**config.mk**
```make
export PLATFORM = sky130hd
export DESIGN_NAME = alu_mul_seq
export DESIGN_NICKNAME = d
export VERILOG_FILES = /design/src/rtl/alu_pkg.sv /design/src/rtl/alu_mul_seq.sv
export SDC_FILE = /design/constraint.sdc
export NUM_CORES = 1
export LEC_CHECK = 0
export BUFFER_PORTS_ARGS = -buffer_cell sky130_fd_sc_hd__buf_2
export CAP_MARGIN = 25
export CELL_PAD_IN_SITES_DETAIL_PLACEMENT = 1
export CELL_PAD_IN_SITES_GLOBAL_PLACEMENT = 2
export CORE_UTILIZATION = 31
export DETAILED_ROUTE_END_ITERATION = 10
export PLACE_DENSITY = 0.89
export SETUP_SLACK_MARGIN = 0.4
export SYNTH_ARGS = -nofsm -noshare
export SYNTH_HDL_FRONTEND = slang
export SYNTH_SLANG_ARGS = --single-unit
```
**constraint.sdc**
```tcl
create_clock -name clk -period 2.8 [get_ports clk]
set_input_delay 0.14 -clock clk [delete_from_list [all_inputs] [get_ports clk]]
set_output_delay 0.14 -clock clk [all_outputs]
set_load 0.05 [all_outputs]
```
**src/rtl/alu_pkg.sv**
```systemverilog
// ----------------------------------------------------------------------------
// alu_pkg
// Shared definitions for the execute-stage ALU and the blocks that borrow it.
//   - ALU opcode encodings (4-bit Operation field)
//   - mul_state_t : state encoding of the iterative shift-add multiplier FSM
// ----------------------------------------------------------------------------
package alu_pkg;

    localparam logic [3:0] ALU_AND  = 4'b0000;
    localparam logic [3:0] ALU_XOR  = 4'b0001;
    localparam logic [3:0] ALU_SUB  = 4'b0010;
    localparam logic [3:0] ALU_OR   = 4'b0011;
    localparam logic [3:0] ALU_ADD  = 4'b0100;
    localparam logic [3:0] ALU_BGE  = 4'b0101;
    localparam logic [3:0] ALU_BNE  = 4'b0110;
    localparam logic [3:0] ALU_SRAI = 4'b0111;
    localparam logic [3:0] ALU_EQ   = 4'b1000;
    localparam logic [3:0] ALU_SLLI = 4'b1001;
    localparam logic [3:0] ALU_LUI  = 4'b1010;
    localparam logic [3:0] ALU_BLT  = 4'b1101;
    localparam logic [3:0] ALU_SRLI = 4'b1100;
    localparam logic [3:0] ALU_SLT  = 4'b1110;
    localparam logic [3:0] ALU_JALR = 4'b1111;

    typedef enum logic [2:0] {
        IDLE = 3'd0,
        ADD  = 3'd1,
        SHL  = 3'd2,
        SHR  = 3'd3,
        DONE = 3'd4
    } mul_state_t;

endpackage

```
**src/rtl/alu_mul_seq.sv**
```systemverilog
// ----------------------------------------------------------------------------
// alu_mul_seq
// Iterative shift-add multiplier that borrows the shared execute-stage ALU.
// Each iteration issues three ALU operations on consecutive cycles:
//   ADD  : acc    <- acc + (mplier[0] ? mcand : 0)
//   SHL  : mcand  <- mcand << 1
//   SHR  : mplier <- mplier >> 1   (loop ends when this becomes 0)
// Only the low DATA_WIDTH bits of the product are produced.
//
// Ports
//   clk        in   rising-edge clock
//   reset      in   synchronous active-high reset
//   start      in   multiply request, sampled only while idle
//   op_a       in   multiplicand, captured on accepted start
//   op_b       in   multiplier, captured on accepted start
//   busy       out  high in every non-idle state
//   done       out  one-cycle pulse, product valid in the same cycle
//   product    out  low word of op_a*op_b, held until next accepted start
//   alu_req    out  high while this block owns the ALU (ADD/SHL/SHR)
//   alu_op     out  ALU Operation
//   alu_src_a  out  ALU SrcA
//   alu_src_b  out  ALU SrcB
//   alu_result in   ALU ALUResult (combinational, same cycle)
// ----------------------------------------------------------------------------
module alu_mul_seq
    import alu_pkg::*;
#(
    parameter int DATA_WIDTH    = 32,
    parameter int OPCODE_LENGTH = 4
) (
    input  logic                     clk,
    input  logic                     reset,
    input  logic                     start,
    input  logic [DATA_WIDTH-1:0]    op_a,
    input  logic [DATA_WIDTH-1:0]    op_b,
    output logic                     busy,
    output logic                     done,
    output logic [DATA_WIDTH-1:0]    product,
    output logic                     alu_req,
    output logic [OPCODE_LENGTH-1:0] alu_op,
    output logic [DATA_WIDTH-1:0]    alu_src_a,
    output logic [DATA_WIDTH-1:0]    alu_src_b,
    input  logic [DATA_WIDTH-1:0]    alu_result
);

    mul_state_t              r_state;
    mul_state_t              w_state_next;
    logic [DATA_WIDTH-1:0]   r_acc;
    logic [DATA_WIDTH-1:0]   r_mcand;
    logic [DATA_WIDTH-1:0]   r_mplier;
    logic [DATA_WIDTH-1:0]   r_product;

    // ------------------------------------------------------------------
    // State and datapath registers
    // ------------------------------------------------------------------
    always_ff @(posedge clk) begin
        if (reset) begin
            r_state   <= IDLE;
            r_acc     <= '0;
            r_mcand   <= '0;
            r_mplier  <= '0;
            r_product <= '0;
        end else begin
            r_state <= w_state_next;
            case (r_state)
                IDLE: begin
                    if (start) begin
                        r_acc    <= '0;
                        r_mcand  <= op_a;
                        r_mplier <= op_b;
                    end
                end
                ADD:  r_acc     <= alu_result;
                SHL:  r_mcand   <= alu_result;
                SHR:  r_mplier  <= alu_result;
                DONE: r_product <= r_acc;
                default: ;
            endcase
        end
    end

    // ------------------------------------------------------------------
    // Next state and outputs. When the ALU is not owned, drive a harmless
    // ADD 0+0 so the shared mux never sees X or stale operands.
    // ------------------------------------------------------------------
    always_comb begin
        w_state_next = r_state;
        busy         = (r_state != IDLE);
        done         = 1'b0;
        alu_req      = 1'b0;
        alu_op       = OPCODE_LENGTH'(ALU_ADD);
        alu_src_a    = '0;
        alu_src_b    = '0;
        // The registered copy only updates at the end of DONE, so bypass
        // acc during DONE to make product valid alongside the done pulse.
        product      = r_product;

        case (r_state)
            IDLE: begin
                if (start) begin
                    w_state_next = (op_b != '0) ? ADD : DONE;
                end
            end
            ADD: begin
                alu_req      = 1'b1;
                alu_op       = OPCODE_LENGTH'(ALU_ADD);
                alu_src_a    = r_acc;
                alu_src_b    = r_mplier[0] ? r_mcand : '0;
                w_state_next = SHL;
            end
            SHL: begin
                alu_req      = 1'b1;
                alu_op       = OPCODE_LENGTH'(ALU_SLLI);
                alu_src_a    = r_mcand;
                alu_src_b    = DATA_WIDTH'(1);
                w_state_next = SHR;
            end
            SHR: begin
                alu_req      = 1'b1;
                alu_op       = OPCODE_LENGTH'(ALU_SRLI);
                alu_src_a    = r_mplier;
                alu_src_b    = DATA_WIDTH'(1);
                // Once the remaining multiplier bits are all zero, further
                // iterations would only add zero, so finish early.
                w_state_next = (alu_result == '0) ? DONE : ADD;
            end
            DONE: begin
                done         = 1'b1;
                product      = r_acc;
                w_state_next = IDLE;
            end
            default: w_state_next = IDLE;
        endcase
    end

endmodule
```
== Word-level counts from Yosys, hierarchy flattened ==
Cells that the tools add are included.

* Register bits: 131
* Bits of input ports: 99
* Output and inout port bits: 103
* Word-level logic and storage cells: 39

* Eq/ne operators: 5
* Mux-type cells: 17
* Reduce and logical (&&, ||, !) cells: 12

{| class="wikitable"
|+ Operators with widths
! kind !! count
|-
| one-hot mux 32 bit (2 select lines) || 4
|-
| 2-to-1 mux 32 bit || 5
|-
| one-hot mux 32 bit (3 select lines) || 1
|-
| logical NOT 32 bit || 1
|-
| nonzero test 32 bit || 1
|-
| one-hot mux 3 bit (4 select lines) || 1
|-
| 2-to-1 mux 3 bit || 3
|-
| one-hot mux 4 bit (2 select lines) || 1
|-
| == test 3 x 2 -> 1 bit, second input constant || 2
|-
| AND reduction 2 bit || 3
|-
| nonzero test 2 bit || 3
|-
| == test 3 x 1 -> 1 bit, second input constant || 1
|-
| == test 3 bit, second input constant || 1
|-
| logical NOT 3 bit || 1
|-
| nonzero test 3 bit || 1
|-
| OR reduction 3 bit || 1
|-
| 2-to-1 mux 1 bit || 2
|-
| inequality test 2 bit, second input constant || 1
|-
| OR reduction 2 bit || 1
|}

== Depth between registers and ports, before layout ==
* Word-level depth: 4
* Mapped depth: 7

== Worst setup path before layout ==
Ideal clock, no wire load.

* Path kind: flip-flop to output port
* Start point: register r_state[0]
* End point: output alu_src_a[31]
* Arrival time: 1.882 ns
* Data required time: 2.660 ns
* Slack: 0.778 ns
* Cell stages (with the launch flop): 6
* Buffers on the path: 3
* Path through: dfxtp_1 > buf_4 > clkbuf_1 > clkbuf_1 > nand3b_1 > a21oi_1

* Longest elaborated chain between the ends: 2
* Elaborated cells on any way between the ends: 4
* Classes of those cells: eq/ne: 3; mux: 1

{| class="wikitable"
|+ RTL lines
! item !! RTL line !! source
|-
| from (decl) || alu_mul_seq.sv:46 || <nowiki>mul_state_t r_state;</nowiki>
|-
| from (signal assigned) || alu_mul_seq.sv:64 || <nowiki>r_state <= w_state_next;</nowiki>
|-
| == test 3 x 2 -> 1 bit or == test 3 x 1 -> 1 bit (tied branches) || alu_mul_seq.sv:98 || <nowiki>case (r_state)</nowiki>
|-
| one-hot mux 32 bit (3 select lines) (*) || alu_mul_seq.sv:98 ||
|-
| to (decl) || alu_mul_seq.sv:41 || <nowiki>output logic [DATA_WIDTH-1:0] alu_src_a,</nowiki>
|}

Every way passes the cells marked *; elsewhere a longest branch is shown, timed or not.

== Worst setup path after layout ==
* Start point: register r_state[2]
* End point: output alu_src_b[3]

* Longest elaborated chain between the ends: 3
* Elaborated cells on any way between the ends: 5
* Classes of those cells: eq/ne: 3; mux: 1; reduce/logical: 1

{| class="wikitable"
|+ RTL lines
! item !! RTL line !! source
|-
| == test 3 x 2 -> 1 bit || alu_mul_seq.sv:98 ||
|-
| OR reduction 2 bit (no source line) || n/a ||
|-
| one-hot mux 32 bit (2 select lines) (*) || alu_mul_seq.sv:98 ||
|-
| to (decl) || alu_mul_seq.sv:42 || <nowiki>output logic [DATA_WIDTH-1:0] alu_src_b,</nowiki>
|}

Marks and branches as above.

==> results.md <==
- Status: completed
- Reg2reg path depth: 6
- Post-synthesis async set-or-reset flop share: 0%
- Most common cell after layout, fill and taps aside: buf_2
- Skew-Pair Late Insertion Delay: 430 ps
- Final count of hold timing violations: 0
- Clk buf depth: 2
- Most frequent cells in the layout: buf_2, nand2_1, dfxtp_1, nor2_1, a311oi_1
- Slew headroom: 57.5%
- Pint: between 4 and 5 mW
- Fmax: 432 MHz
- Net Count, Synth: 902
- Share of layout cells above drive strength 1: 29.1%
- Total grt overflow: 0
- Switching power: about 3.7 mW
- Post-synthesis cell type count: 36
- YS warnings: 0
- Top-level I/O count: 202
- Fillcell total: 2498
- Leakage: just over 4 nW
- #FFs+latches synth: 131
- Total clock buffers created by CTS: 17
- Worst path cell trace: buf_4 > nor3b_4 > buf_12 > and3_1 > buf_2
- Register area share after synthesis: 40.3%
- Starting DRT DRC Count: about 320
- Hold crit path type: primary input to flop
- Vias/cell: 5.33
- CP Data Arrival Time: 2180 ps
- Port bufs: 200
- Area delta synth->final: 37.7%
- Largest cells by area after synthesis: dfxtp_1, nand2_1, a311oi_1
- Top FF cell, synth: dfxtp_1
- DR vias: about 7k
- Die footprint: 0.0216 mm²
- Setup crit end kind: primary output
- Vias in the first global route: 7159
- Synth area leader: dfxtp_1
- H-tree depth: 4
- Setup TNS: 0 ps
- RR Endpoint: r_mplier[19]$_SDFFE_PP0P_
- Die Ht: 147 µm
- Largest net degree at the start of global routing: 54
- Total core area: 0.0204 mm²
- Slowest cell on crit path: dfxtp_2
- CTS tree: built
- Worst path required time: 2660 ps
- CTS clk-pin slew, worst paths: 50 ps
- Worst-margin pin slew: between 600 and 700 ps
- Die X: 147 µm
- MaxCap Viol Count: 0
- Tot GR Track Use: 23.9%
- WL final: around 25000 µm
- # diodes: 0
- Startpoint Class: flop
- Fin crit share: approximately 83%
- RR Startpoint: r_state[2]$_SDFFE_PP0P_
- RSZ-0062 raised after global routing: yes
- Num Clock Sinks: 131
- Pwr/cell area: 966 mW/mm²
- Syn_area_per_cell: 8.10 µm²
- First-pass GRT wire length: 40100 µm
- Clock power share: 27.3%
- GP Congestion: 0.808
- FP Rows: 52
- Antenna Nets Post-Route: 0
- Hold Path Depth: 3
- First-pass DRT Iterations: 5
- VDD IR max: 0.429 mV
- Initial core utilization: 31.8%
- Combinational Power Share: 41.6%
- Residual DRC: 0
- Hold Path End: r_acc[27]$_SDFFE_PP0P_
- R2r setup slk: 680 ps
- Initial antenna violation count: 1
- Avg WL per Cell: about 19 µm
- Post-synthesis cell count: 803
- Max Slew Vio Count: 0
- HPWL after DPL: 16600 µm
- Flop pwr share: 31.1%
- Max Fanout on Critical Path: 32
- Mapped Area: 0.00651 mm²
- Number of setup violations in the final report: 0
- Nets: 1122
- EDFF count, synth: 0
- Synth top area share: 40.3%
- Worst setup startpoint: r_state[2]$_SDFFE_PP0P_
- Setup CP Type: flop to primary output
- Root buf cell: clkbuf_16
- Min Tclk post-route: approximately 2300 ps
- Hold Path Origin: alu_result[27]
- Final Util: 43.9%
- Clock Skew: approximately 14 ps
- CP peak stage delay: 410 ps
- Switching Share: between 40% and 50%
## stage by stage
stage	setup WS [ps]	hold slack, ps	cell area (µm²)	power [mW]	instances
2_1_floorplan	778	276	6510	5.09	803
3_3_place_gp	639	408	7690	6.12	1214
3_5_place_dp	565	414	7690	6.18	1214
4_1_cts	399	1.42	8910	8.64	1304
5_1_grt	321	3.23	8960	9.12	1305
6_report	484	10.3	8960	8.66	1305
## cell families after synthesis
group / count (synthesis) / share of synthesized area [%]
buffers and inverters: 81 / 5.88
other: 1 / 0.0576
multiplexers: 64 / 11.1
XOR/XNOR: 1 / 0.135
AO/OA/AOI/OAI: 133 / 15.3
flip-flops: 131 / 40.3
AND/OR/NAND/NOR: 392 / 27.3
## per-layer routing
layer	track usage (%)	part of all wire (%)	wire, µm	up-vias
li1	-	-	-	3272
met4	7.19	1.4	367	2
met3	4.41	4.7	1210	30
met2	40.1	48	12200	208
met5	0	0.039	10	-
met1	31.0	46	11600	3442
## power by group through the flow
stage / logic (mW) / clock network [mW] / registers [mW]
2_1_floorplan: 2.55 / 0 / 2.54
3_3_place_gp: 3.42 / 0 / 2.70
3_5_place_dp: 3.47 / 0 / 2.72
4_1_cts: 3.56 / 2.39 / 2.68
5_1_grt: 3.89 / 2.48 / 2.75
6_report: 3.60 / 2.36 / 2.70
## worst max path at each step
stage	endpoint	slack [ps]
3_5_place_dp	product[31]	570
2_1_floorplan	alu_src_a[31]	780
4_1_cts	alu_src_b[18]	400
3_3_place_gp	product[1]	640
5_1_grt	product[19]	320
6_report	alu_src_b[3]	480
## Yosys cell counts, types with 2 or more instances
| library cell | count |
|---|---|
| nand2_1 | 164 |
| and2b_1 | 2 |
| nor2b_1 | 32 |
| nor3_1 | 3 |
| inv_1 | 2 |
| mux2_2 | 39 |
| dfxtp_1 | 131 |
| nand4_1 | 3 |
| and2_1 | 2 |
| mux2_1 | 25 |
| buf_1 | 10 |
| o31ai_1 | 2 |
| and3_1 | 31 |
| buf_4 | 12 |
| buf_6 | 2 |
| nand3_1 | 33 |
| a21oi_1 | 34 |
| buf_2 | 15 |
| clkbuf_1 | 40 |
| a311oi_1 | 64 |
| nor2_1 | 99 |
| a22oi_1 | 31 |
| nor4_1 | 14 |
## layout make-up
cell class              count  area (µm²)  share of cell area [%]
clock buffers              22         484                    5.40
clock inverters             9         128                    1.42
inverters                   2        7.51                  0.0838
multi-input cells         591        3530                    39.4
flip-flops and latches    131        2630                    29.3
well taps                 270         338                    3.77
repair buffers            280        1850                    20.7
## sequential cells by signal, indices dropped and copies added (netlist names)
register / flops
r_mcand: 32
r_mplier: 32
r_state: 3
r_acc: 32
r_product: 32
## what timing repair did
item                                    4_1_cts  5_1_grt
pin swaps                                     0        1
resized for setup                             4       10
endpoints found under the setup margin       64       76
buffers inserted                              0        0
hold buffers                                 59        1
hold endpoints to repair                     59        1
gates cloned                                  0        0
## critical path, delay by kind of cell, from the launching register on
kind                   cells  cell delay, ps
flip-flops                 1             410
buffers and inverters      3             790
AND/OR/NAND/NOR            2             530
Power figures use the tool's default switching activity.
